**src/rtl/spi_pkg.sv**
```systemverilog
// Shared definitions for the SPI command master.
//   - Command encodings carried in the top two bits of every frame.
//   - Frame and data widths.
//   - Controller state encoding, which is also exported on the debug port.
package spi_pkg;

  localparam int FRAME_W = 10;
  localparam int DATA_W  = 8;

  localparam logic [1:0] CMD_WR_ADDR = 2'b00;
  localparam logic [1:0] CMD_WR_DATA = 2'b01;
  localparam logic [1:0] CMD_RD_ADDR = 2'b10;
  localparam logic [1:0] CMD_RD_DATA = 2'b11;

  typedef enum logic [2:0] {
    ST_IDLE    = 3'd0,
    ST_SHIFT   = 3'd1,
    ST_TURN    = 3'd2,
    ST_CAPTURE = 3'd3,
    ST_GAP     = 3'd4
  } state_t;

endpackage

```
**src/rtl/spi_master_ram_ctrl_if.sv**
```systemverilog
// Request/response bundle between a requester and the SPI command master.
//   req_valid / req_ready / req_cmd / req_data : request channel
//   rsp_valid / rsp_data                       : read-byte response
//   busy                                       : controller is not idle
//
// Handshake: a request transfers on a rising edge where req_valid and
// req_ready are both high. Once req_valid is raised the requester keeps it,
// req_cmd and req_data stable until that transfer; req_ready does not depend
// on req_valid. rsp_valid is a single-cycle strobe with no back-pressure;
// rsp_data keeps the last read byte until the next strobe.
interface spi_master_ram_ctrl_if;

  logic                       req_valid;
  logic                       req_ready;
  logic [1:0]                 req_cmd;
  logic [spi_pkg::DATA_W-1:0] req_data;
  logic                       rsp_valid;
  logic [spi_pkg::DATA_W-1:0] rsp_data;
  logic                       busy;

  // Requester side.
  modport master (
    output req_valid, req_cmd, req_data,
    input  req_ready, rsp_valid, rsp_data, busy
  );

  // Controller side.
  modport slave (
    input  req_valid, req_cmd, req_data,
    output req_ready, rsp_valid, rsp_data, busy
  );

endinterface

```
**src/rtl/spi_master_shifter.sv**
```systemverilog
// Serial datapath of the SPI command master.
//   - 10-bit parallel-load transmit register, shifted out MSB first.
//   - 8-bit receive register filled MSB first from miso.
//   - Shared bit counter for both directions.
// Ports:
//   clk, rst         : clock, asynchronous active-low reset
//   load, load_frame : parallel load of the transmit register (clears counter)
//   shift_en         : advance the transmit register by one bit
//   cap_en           : shift miso into the receive register
//   cnt_clr          : clear the bit counter
//   miso             : serial input
//   mosi_bit         : current transmit bit
//   rx_next          : receive register including the current miso bit
//   bit_cnt          : bits moved since the last clear
module spi_master_shifter
  import spi_pkg::*;
(
  input  logic              clk,
  input  logic              rst,
  input  logic              load,
  input  logic [FRAME_W-1:0] load_frame,
  input  logic              shift_en,
  input  logic              cap_en,
  input  logic              cnt_clr,
  input  logic              miso,
  output logic              mosi_bit,
  output logic [DATA_W-1:0] rx_next,
  output logic [3:0]        bit_cnt
);

  logic [FRAME_W-1:0] tx_q;
  logic [DATA_W-1:0]  rx_q;
  logic [3:0]         cnt_q;

  always_ff @(posedge clk or negedge rst) begin
    if (!rst) begin
      tx_q  <= '0;
      rx_q  <= '0;
      cnt_q <= '0;
    end else begin
      if (load)
        tx_q <= load_frame;
      else if (shift_en)
        tx_q <= {tx_q[FRAME_W-2:0], 1'b0};

      if (cap_en)
        rx_q <= rx_next;

      if (cnt_clr || load)
        cnt_q <= '0;
      else if (shift_en || cap_en)
        cnt_q <= cnt_q + 4'd1;
    end
  end

  assign mosi_bit = tx_q[FRAME_W-1];
  // The last sample goes straight to the response register, so expose the
  // post-shift value rather than waiting a cycle for rx_q to settle.
  assign rx_next  = {rx_q[DATA_W-2:0], miso};
  assign bit_cnt  = cnt_q;

endmodule

```
**src/rtl/spi_master_ram_ctrl.sv**
```systemverilog
// SPI command master for the SPI slave + single-port RAM subsystem.
// Turns parallel requests into 10-bit {cmd, payload} frames, one bit per
// clk, and returns read bytes on a one-cycle response strobe.
// Ports:
//   clk, rst  : clock, asynchronous active-low reset
//   req_if    : request/response bundle (slave modport)
//   ss_n      : slave select, active low
//   MOSI      : serial data out, MSB first
//   MISO      : serial data in, sampled only while capturing
//   state_dbg : current controller state
// Parameters:
//   TURNAROUND : idle cycles between a read-data frame and the first MISO
//                sample (1..4)
//   IDLE_GAP   : minimum ss_n high cycles between frames (1..7)
// Build option:
//   SPI_MASTER_AUTO_READ_EN : a read-address request chains a read-data
//                             frame after its gap without a second handshake.
module spi_master_ram_ctrl
  import spi_pkg::*;
#(
  parameter int TURNAROUND = 1,
  parameter int IDLE_GAP   = 1
) (
  input  logic                 clk,
  input  logic                 rst,
  spi_master_ram_ctrl_if.slave req_if,
  output logic                 ss_n,
  output logic                 MOSI,
  input  logic                 MISO,
  output state_t               state_dbg
);

  localparam logic [2:0] TURN_LAST = 3'(TURNAROUND - 1);
  localparam logic [2:0] GAP_LAST  = 3'(IDLE_GAP - 1);
  localparam logic [FRAME_W-1:0] RD_FRAME = {CMD_RD_DATA, 8'h00};

  state_t             state_q, state_d;
  logic [2:0]         wait_q;
  logic               is_rd_q;
  logic               rsp_valid_q;
  logic [DATA_W-1:0]  rsp_data_q;
  logic               auto_go;

  logic               load;
  logic [FRAME_W-1:0] load_frame;
  logic [FRAME_W-1:0] req_frame;
  logic               shift_en;
  logic               cap_en;
  logic               cnt_clr;
  logic               mosi_bit;
  logic [DATA_W-1:0]  rx_next;
  logic [3:0]         bit_cnt;
  logic               req_ready_c;
  logic               busy_c;

  // Read-data frames carry a zero payload whatever req_data holds.
  assign req_frame = (req_if.req_cmd == CMD_RD_DATA) ? RD_FRAME
                                                      : {req_if.req_cmd, req_if.req_data};

`ifdef SPI_MASTER_AUTO_READ_EN
  logic auto_pend_q;

  always_ff @(posedge clk or negedge rst) begin
    if (!rst)
      auto_pend_q <= 1'b0;
    else if (load && state_q == ST_IDLE)
      auto_pend_q <= (req_if.req_cmd == CMD_RD_ADDR);
    else if (load)
      auto_pend_q <= 1'b0;
  end

  assign auto_go = auto_pend_q;
`else
  assign auto_go = 1'b0;
`endif

  // State register.
  always_ff @(posedge clk or negedge rst) begin
    if (!rst)
      state_q <= ST_IDLE;
    else
      state_q <= state_d;
  end

  // Next-state logic.
  always_comb begin
    state_d = state_q;
    case (state_q)
      ST_IDLE:    if (req_if.req_valid) state_d = ST_SHIFT;
      ST_SHIFT:   if (bit_cnt == 4'(FRAME_W - 1)) state_d = is_rd_q ? ST_TURN : ST_GAP;
      ST_TURN:    if (wait_q == TURN_LAST) state_d = ST_CAPTURE;
      ST_CAPTURE: if (bit_cnt == 4'(DATA_W - 1)) state_d = ST_GAP;
      ST_GAP:     if (wait_q == GAP_LAST) state_d = auto_go ? ST_SHIFT : ST_IDLE;
      default:    state_d = ST_IDLE;
    endcase
  end

  // Output logic. Everything here decodes the current state, so an
  // asynchronous reset releases the bus in the same instant.
  always_comb begin
    ss_n        = 1'b1;
    MOSI        = 1'b0;
    req_ready_c = 1'b0;
    busy_c      = 1'b1;
    load        = 1'b0;
    load_frame  = req_frame;
    shift_en    = 1'b0;
    cap_en      = 1'b0;
    case (state_q)
      ST_IDLE: begin
        req_ready_c = 1'b1;
        busy_c      = 1'b0;
        load        = req_if.req_valid;
      end
      ST_SHIFT: begin
        ss_n     = 1'b0;
        MOSI     = mosi_bit;
        shift_en = 1'b1;
      end
      ST_TURN: begin
        ss_n = 1'b0;
      end
      ST_CAPTURE: begin
        ss_n   = 1'b0;
        cap_en = 1'b1;
      end
      ST_GAP: begin
        if (wait_q == GAP_LAST && auto_go) begin
          load       = 1'b1;
          load_frame = RD_FRAME;
        end
      end
      default: begin
        busy_c = 1'b1;
      end
    endcase
  end

  assign cnt_clr = (state_d != state_q);

  // Per-state cycle counter for TURN and GAP, plus response registers.
  always_ff @(posedge clk or negedge rst) begin
    if (!rst) begin
      wait_q      <= '0;
      is_rd_q     <= 1'b0;
      rsp_valid_q <= 1'b0;
      rsp_data_q  <= '0;
    end else begin
      wait_q <= (state_d != state_q) ? 3'd0 : wait_q + 3'd1;
      if (load)
        is_rd_q <= (load_frame[FRAME_W-1 -: 2] == CMD_RD_DATA);
      rsp_valid_q <= (state_q == ST_CAPTURE) && (bit_cnt == 4'(DATA_W - 1));
      if ((state_q == ST_CAPTURE) && (bit_cnt == 4'(DATA_W - 1)))
        rsp_data_q <= rx_next;
    end
  end

  spi_master_shifter u_shifter (
    .clk        (clk),
    .rst        (rst),
    .load       (load),
    .load_frame (load_frame),
    .shift_en   (shift_en),
    .cap_en     (cap_en),
    .cnt_clr    (cnt_clr),
    .miso       (MISO),
    .mosi_bit   (mosi_bit),
    .rx_next    (rx_next),
    .bit_cnt    (bit_cnt)
  );

  assign req_if.req_ready = req_ready_c;
  assign req_if.busy      = busy_c;
  assign req_if.rsp_valid = rsp_valid_q;
  assign req_if.rsp_data  = rsp_data_q;
  assign state_dbg        = state_q;

endmodule

```
**src/flat_wrapper.sv**
```systemverilog
// flat-port wrapper written by rule: the top's interface ports become plain ports
module spi_master_ram_ctrl_flat import spi_pkg::*;
#(
  parameter int TURNAROUND = 1,
  parameter int IDLE_GAP   = 1
)
  (clk, rst, ss_n, MOSI, MISO, state_dbg, req_if_req_valid, req_if_req_cmd, req_if_req_data, req_if_req_ready, req_if_rsp_valid, req_if_rsp_data, req_if_busy);
  spi_master_ram_ctrl_if req_if_i ();
  input  logic clk;
  input  logic rst;
  output logic ss_n;
  output logic MOSI;
  input  logic MISO;
  output state_t state_dbg;
  input wire logic [$bits(req_if_i.req_valid)-1:0] req_if_req_valid;
  input wire logic [$bits(req_if_i.req_cmd)-1:0] req_if_req_cmd;
  input wire logic [$bits(req_if_i.req_data)-1:0] req_if_req_data;
  output wire logic [$bits(req_if_i.req_ready)-1:0] req_if_req_ready;
  output wire logic [$bits(req_if_i.rsp_valid)-1:0] req_if_rsp_valid;
  output wire logic [$bits(req_if_i.rsp_data)-1:0] req_if_rsp_data;
  output wire logic [$bits(req_if_i.busy)-1:0] req_if_busy;
  assign req_if_i.req_valid = req_if_req_valid;
  assign req_if_i.req_cmd = req_if_req_cmd;
  assign req_if_i.req_data = req_if_req_data;
  assign req_if_req_ready = req_if_i.req_ready;
  assign req_if_rsp_valid = req_if_i.rsp_valid;
  assign req_if_rsp_data = req_if_i.rsp_data;
  assign req_if_busy = req_if_i.busy;
  spi_master_ram_ctrl #(.TURNAROUND(TURNAROUND), .IDLE_GAP(IDLE_GAP)) u_core (.clk(clk), .rst(rst), .req_if(req_if_i), .ss_n(ss_n), .MOSI(MOSI), .MISO(MISO), .state_dbg(state_dbg));
endmodule
```
**config.mk**
```make
export PLATFORM = sky130hd
export DESIGN_NAME = spi_master_ram_ctrl_flat
export DESIGN_NICKNAME = d
export VERILOG_FILES = /design/src/rtl/spi_pkg.sv /design/src/rtl/spi_master_ram_ctrl_if.sv /design/src/rtl/spi_master_shifter.sv /design/src/rtl/spi_master_ram_ctrl.sv /design/src/flat_wrapper.sv
export SDC_FILE = /design/constraint.sdc
export NUM_CORES = 1
export LEC_CHECK = 0
export ABC_CLOCK_PERIOD_IN_PS = 3650
export CAP_MARGIN = 20
export CORE_ASPECT_RATIO = 1.5
export CORE_MARGIN = 10
export CORE_UTILIZATION = 45
export DETAILED_ROUTE_END_ITERATION = 8
export GPL_TIMING_DRIVEN = 0
export PLACE_DENSITY = 0.69
export SLEW_MARGIN = 5
export SYNTH_ARGS = -nofsm -noshare
export SYNTH_HDL_FRONTEND = slang
export SYNTH_SLANG_ARGS = --single-unit
```
**constraint.sdc**
```tcl
create_clock -name clk -period 3.65 [get_ports clk]
set_clock_uncertainty 0.15 [all_clocks]
set_input_delay 0.73 -clock clk [delete_from_list [all_inputs] [get_ports clk]]
set_output_delay 0.73 -clock clk [all_outputs]
set_load 0.03 [all_outputs]
```
=== Word level (Yosys, flattened, before mapping) ===
Index checks and enable logic that the tools add are counted.

* Flip-flop bits (word level): 37
* Bits of input ports: 14
* Logic and storage cells: 47

* Add/subtract/negate cells: 2
* Equal/unequal tests: 9
* Muxes and demuxes: 20
* Reductions and logical operators: 8

{| class="wikitable"
|+ Operators by type and width
! operator !! count
|-
| 10-bit two-way mux || 3
|-
| 3-bit two-way mux || 7
|-
| 3-bit case mux with 5 select lines || 1
|-
| 4-bit two-way mux || 2
|-
| 1-bit two-way mux || 7
|-
| 3-bit by 2-bit == test with 1-bit output, second input constant || 2
|-
| 3-bit zero test || 2
|-
| 4-bit by 1-bit adder with 4-bit output, second input constant || 1
|-
| 2-bit == test, second input constant || 2
|-
| 4-bit by 3-bit == test with 1-bit output, second input constant || 1
|-
| 4-bit == test, second input constant || 1
|-
| 2-bit nonzero test || 2
|-
| 3-bit by 1-bit adder with 3-bit output, second input constant || 1
|-
| 3-bit by 1-bit == test with 1-bit output, second input constant || 1
|-
| 3-bit == test, second input constant || 1
|-
| 3-bit != test || 1
|-
| 3-bit OR reduction || 1
|-
| 1-bit logical OR || 2
|-
| 1-bit logical AND || 1
|}

=== Logic depth before layout (Yosys ltp) ===
* Depth in word-level cells: 6
* Mapped depth: 7

=== By module ===
Synthesis repeated with hierarchy kept, for this count alone.

* Cells, all modules: 158
* Area, all modules: 1808.0 um2

{| class="wikitable"
|+ Modules (own cells, without submodules)
! module !! instances !! cells each !! area each (um2) !! sequential area each (um2)
|-
| spi_master_shifter || 1 || 75 || 922.1 || 525.5
|-
| spi_master_ram_ctrl || 1 || 83 || 885.8 || 400.4
|}

=== Least setup slack after synthesis ===
OpenSTA, ideal clock, no wires.

* Path kind: flip-flop to output port
* From: reg u_core.state_q[2], in the netlist u_core.state_dbg[2]
* To: out req_if_busy
* Data arrival time: 1.904 ns
* Data required time: 2.770 ns
* Path slack: 0.866 ns
* Stages on the path, launching flop included: 4
* Cell sequence: dfrtp_1 -> buf_4 -> nor3_1 -> inv_1

* Longest elaborated chain between the ends: 2

{| class="wikitable"
|+ Ends and longest elaborated chain
! item !! line !! RTL
|-
| from (decl) || spi_master_ram_ctrl.sv:37 || <nowiki>state_t state_q, state_d;</nowiki>
|-
| from (signal assigned) || spi_master_ram_ctrl.sv:82 || <nowiki>state_q <= state_d;</nowiki>
|-
| 3-bit zero test || spi_master_ram_ctrl.sv:109 || <nowiki>case (state_q)</nowiki>
|-
| 1-bit two-way mux || spi_master_ram_ctrl.sv:109 ||
|-
| to (decl) || flat_wrapper.sv:21 || <nowiki>output wire logic [$bits(req_if_i.busy)-1:0] req_if_busy;</nowiki>
|}

Every way passes these cells.

=== Worst setup path after layout ===
* From: reg u_core.state_q[2], in the netlist u_core.state_dbg[2]
* To: out MOSI

* Longest elaborated chain between the ends: 2

{| class="wikitable"
|+ Ends and longest elaborated chain
! item !! line !! RTL
|-
| 3-bit by 1-bit == test with 1-bit output || spi_master_ram_ctrl.sv:109 ||
|-
| 1-bit two-way mux || spi_master_ram_ctrl.sv:109 ||
|-
| to (decl) || flat_wrapper.sv:12 || <nowiki>output logic MOSI;</nowiki>
|}

Every way passes these cells.

==> run_results.csv <==
group,metric,value,unit
status,status,"complete, no violations",
synth,async_reset_ff_share,100.0,%
floorplanning,die_w,71.27,um
placement,placedCellCount,218,
sta,rsz0062_at_grt,"false",
detailed_routing,drt_iter0_drc,18,
placement,dpl_cell_area,0.002113,mm^2
global_route,first_global_vias,1407,
synth,synth_top_flop_cell,"dfrtp_1",
finish,utilization,58.33,%
finish,regArea,925.9,um^2
synth,yosysSeqAreaShare,52.19,%
cts,cts_tree,"built",
global_route,grt_pass1_wl,6.030,mm
sta,max_freq,320.0,MHz
cts,ctsLongestPathBuffers,2,
floorplanning,dieArea,0.006906,mm^2
finish,multi_input_area,792.0,um^2
cts,holdBufCountCts,0,
floorplanning,ios,30,
synth,yosys_warnings,0,
detailed_routing,drc,0,
placement,place_worst_setup_slack,0.8017,ns
sta,slew_headroom,45.36,%
finish,design_area,0.002187,mm^2
detailed_routing,viasPerCell,5.344,
synth,syn_area,0.001774,mm^2
critical_path,cp.arrival,2.24,ns
pwr,irDropWorstVdd,504.0,uV
worst_hold_path,worstHoldPathType,"reg -> reg",
sta,fin_ws,0.5254,ns
finish,fillCellCount,340,
synth,synth_nets,164,
floorplanning,coreArea,0.003750,mm^2
synth,yosys.area.top_type_share,52.19,%
sta,drv_slew,0,
cts,cts-buffers-inserted,5,
detailed_routing,wirelength,3.427,mm
critical_path,critical_path_class,"reg -> out",
global_route,antenna_found_initial,0,
synth,syn_area_per_cell,12.15,um^2
cts,cts.repair.resized,0,
critical_path,cp-end-kind,"output port",
synth,synth_edf_count,0,
floorplanning,start_util,47.31,%
detailed_routing,vias,1197,
placement,hpwl,2.682,mm
sta,period_needed,3.125,ns
placement,gp_congestion,0.8169,
finish,num-nets-final,200,
detailed_routing,routedWlPerCell,15.30,um
synth,synthTopCellsByArea,"dfrtp_1 52%, mux2i_1 5.1%, mux2_1 5.1%",
detailed_routing,ant_nets,0,
cts,cts.htree.levels,2,
floorplanning,fp.dieH,96.90,um
finish,syn_to_final_growth,23.27,%
global_route,grt_max_degree,38,
synth,syn_inst,146,
cts,cts_setup_buffers,0,
pwr,finalPower,1.709,mW
job,drv_cap,0,
pwr,p_leak,1.032,nW
sta,setup_viol,0,
finish,drive_gt1_share,15.47,%
detailed_routing,dr.pass1.iters,3,
cts,clock_latency,0.28,ns
cts,clock-sinks,37,
floorplanning,row_count,27,
synth,synth_top_area_cell,"dfrtp_1",
cts,cts_root_buf,"clkbuf_8",
finish,n_antenna_cell,0,
sta,setup_tns,0,ns
critical_path,critPathLaunchType,"flop",
global_route,gr-total-overflow,0,
placement,portBuffers,29,
finish,final_cells,224,
sta,tightest_slew,0.8196,ns
sta,period_share,85.60,%
synth,ys_types,41,
pwr,power_density,781.3,mW/mm^2
global_route,track_usage,10.36,%
synth,ys_ff_latch,37,
sta,final_hold_viol_count,0,
cts,clkTransAtPathRegs,0.07,ns
critical_path,worst_ep_required_time,2.77,ns
sta,fin_hold_ws,0.3262,ns
critical_path,crit_path_max_fanout,10,
## cell usage after synthesis (all sizes together) (3+ instances only)
cell / n
nand3b: 3
mux2i: 9
buf: 5
nand2: 11
o21ai: 10
mux2: 15
dfrtp: 37
ha: 4
nor3: 3
nor2: 10
nand2b: 5
a21oi: 3
inv: 6
## flip-flops by register name, indices dropped and copies added (netlist names)
name and flops:
u_core.wait_q 3, u_core.u_shifter.rx_q 7, u_core.is_rd_q 1, u_core.state_dbg 3, u_core.req_if.rsp_data 8, u_core.req_if.rsp_valid 1
u_core.u_shifter.bit_cnt 4, u_core.u_shifter.tx_q 10
## power breakdown
part / total, mW / internal (mW) / switching, mW
combinational: 0.797 / 0.375 / 0.422
sequential: 0.661 / 0.556 / 0.105
clock: 0.251 / 0.125 / 0.125
total: 1.71 / 1.06 / 0.652
## area by class of cell
class | count | area share [%]
Sequential cell | 37 | 42.33
Multi-Input combinational cell | 97 | 36.21
Timing Repair Buffer | 29 | 13.04
Clock buffer | 5 | 3.146
Tap cell | 43 | 2.460
Buffer | 6 | 1.545
Inverter | 6 | 1.030
Clock inverter | 1 | 0.2288
## path summary, 6_finish.rpt
path                                                    startpoint                                 endpoint  slack (ns)  cells past startpoint
max                                  u_core.state_dbg[2]$_DFF_PN0_                                     MOSI        0.53                      4
max in group asynchronous                                      rst  u_core.u_shifter.bit_cnt[3]$_DFFE_PN0P_        2.44                      1
min in group asynchronous                                      rst     u_core.u_shifter.rx_q[4]$_DFFE_PN0N_        0.40                      1
min reg2reg                             u_core.wait_q[0]$_DFF_PN0_               u_core.wait_q[0]$_DFF_PN0_        0.33                      1
min                                     u_core.wait_q[0]$_DFF_PN0_               u_core.wait_q[0]$_DFF_PN0_        0.33                      1
max reg2reg                u_core.u_shifter.bit_cnt[0]$_DFFE_PN0P_  u_core.u_shifter.bit_cnt[3]$_DFFE_PN0P_        1.60                      6
## layer usage
| metal | track usage (%) | wire, um | part of all wire, % |
|---|---|---|---|
| met5 | 0 | 0 | 0 |
| met4 | 4.458 | 67 | 2.0 |
| met3 | 4.082 | 226 | 6.6 |
| met2 | 19.04 | 1783 | 52 |
| met1 | 9.521 | 1350 | 39 |
## cells in the final DEF, fill, tap and decap left out, types with 2 or more instances in the layout
master / Yosys / layout
o21ai_1: 9 / 9
mux2i_1: 9 / 9
buf_4: 2 / 2
a21o_1: 2 / 2
mux2_2: 7 / 7
nand2_1: 11 / 11
nand2b_1: 4 / 4
nand3b_1: 2 / 2
mux2_1: 8 / 8
buf_2: 3 / 4
nor3_1: 2 / 2
nor2_1: 10 / 10
dfrtp_1: 37 / 37
clkdlybuf4s50_1: 0 / 28
inv_1: 6 / 6
clkbuf_8: 0 / 5
a21oi_1: 3 / 3
ha_1: 4 / 4
a211o_1: 2 / 2
o2bb2ai_1: 2 / 2
## cell families (layout without fill, tap and decap cells)
logic type,after synthesis,in the layout,synth area share (%)
buf+inv,12,47,3.173
flops,37,37,52.19
simple gates,40,40,13.40
xor+xnor,1,1,0.4937
compound gates,28,28,13.33
mux,24,24,14.60
fa+ha+maj,4,4,2.821
## critical path: stages (launching register included)
cell and delay (ns):
dfrtp_1 0.47, nor3b_4 0.33, buf_2 0.33, and2_1 0.17
clkdlybuf4s50_1 0.67
Note: power is estimated with default switching activity, not from simulation.
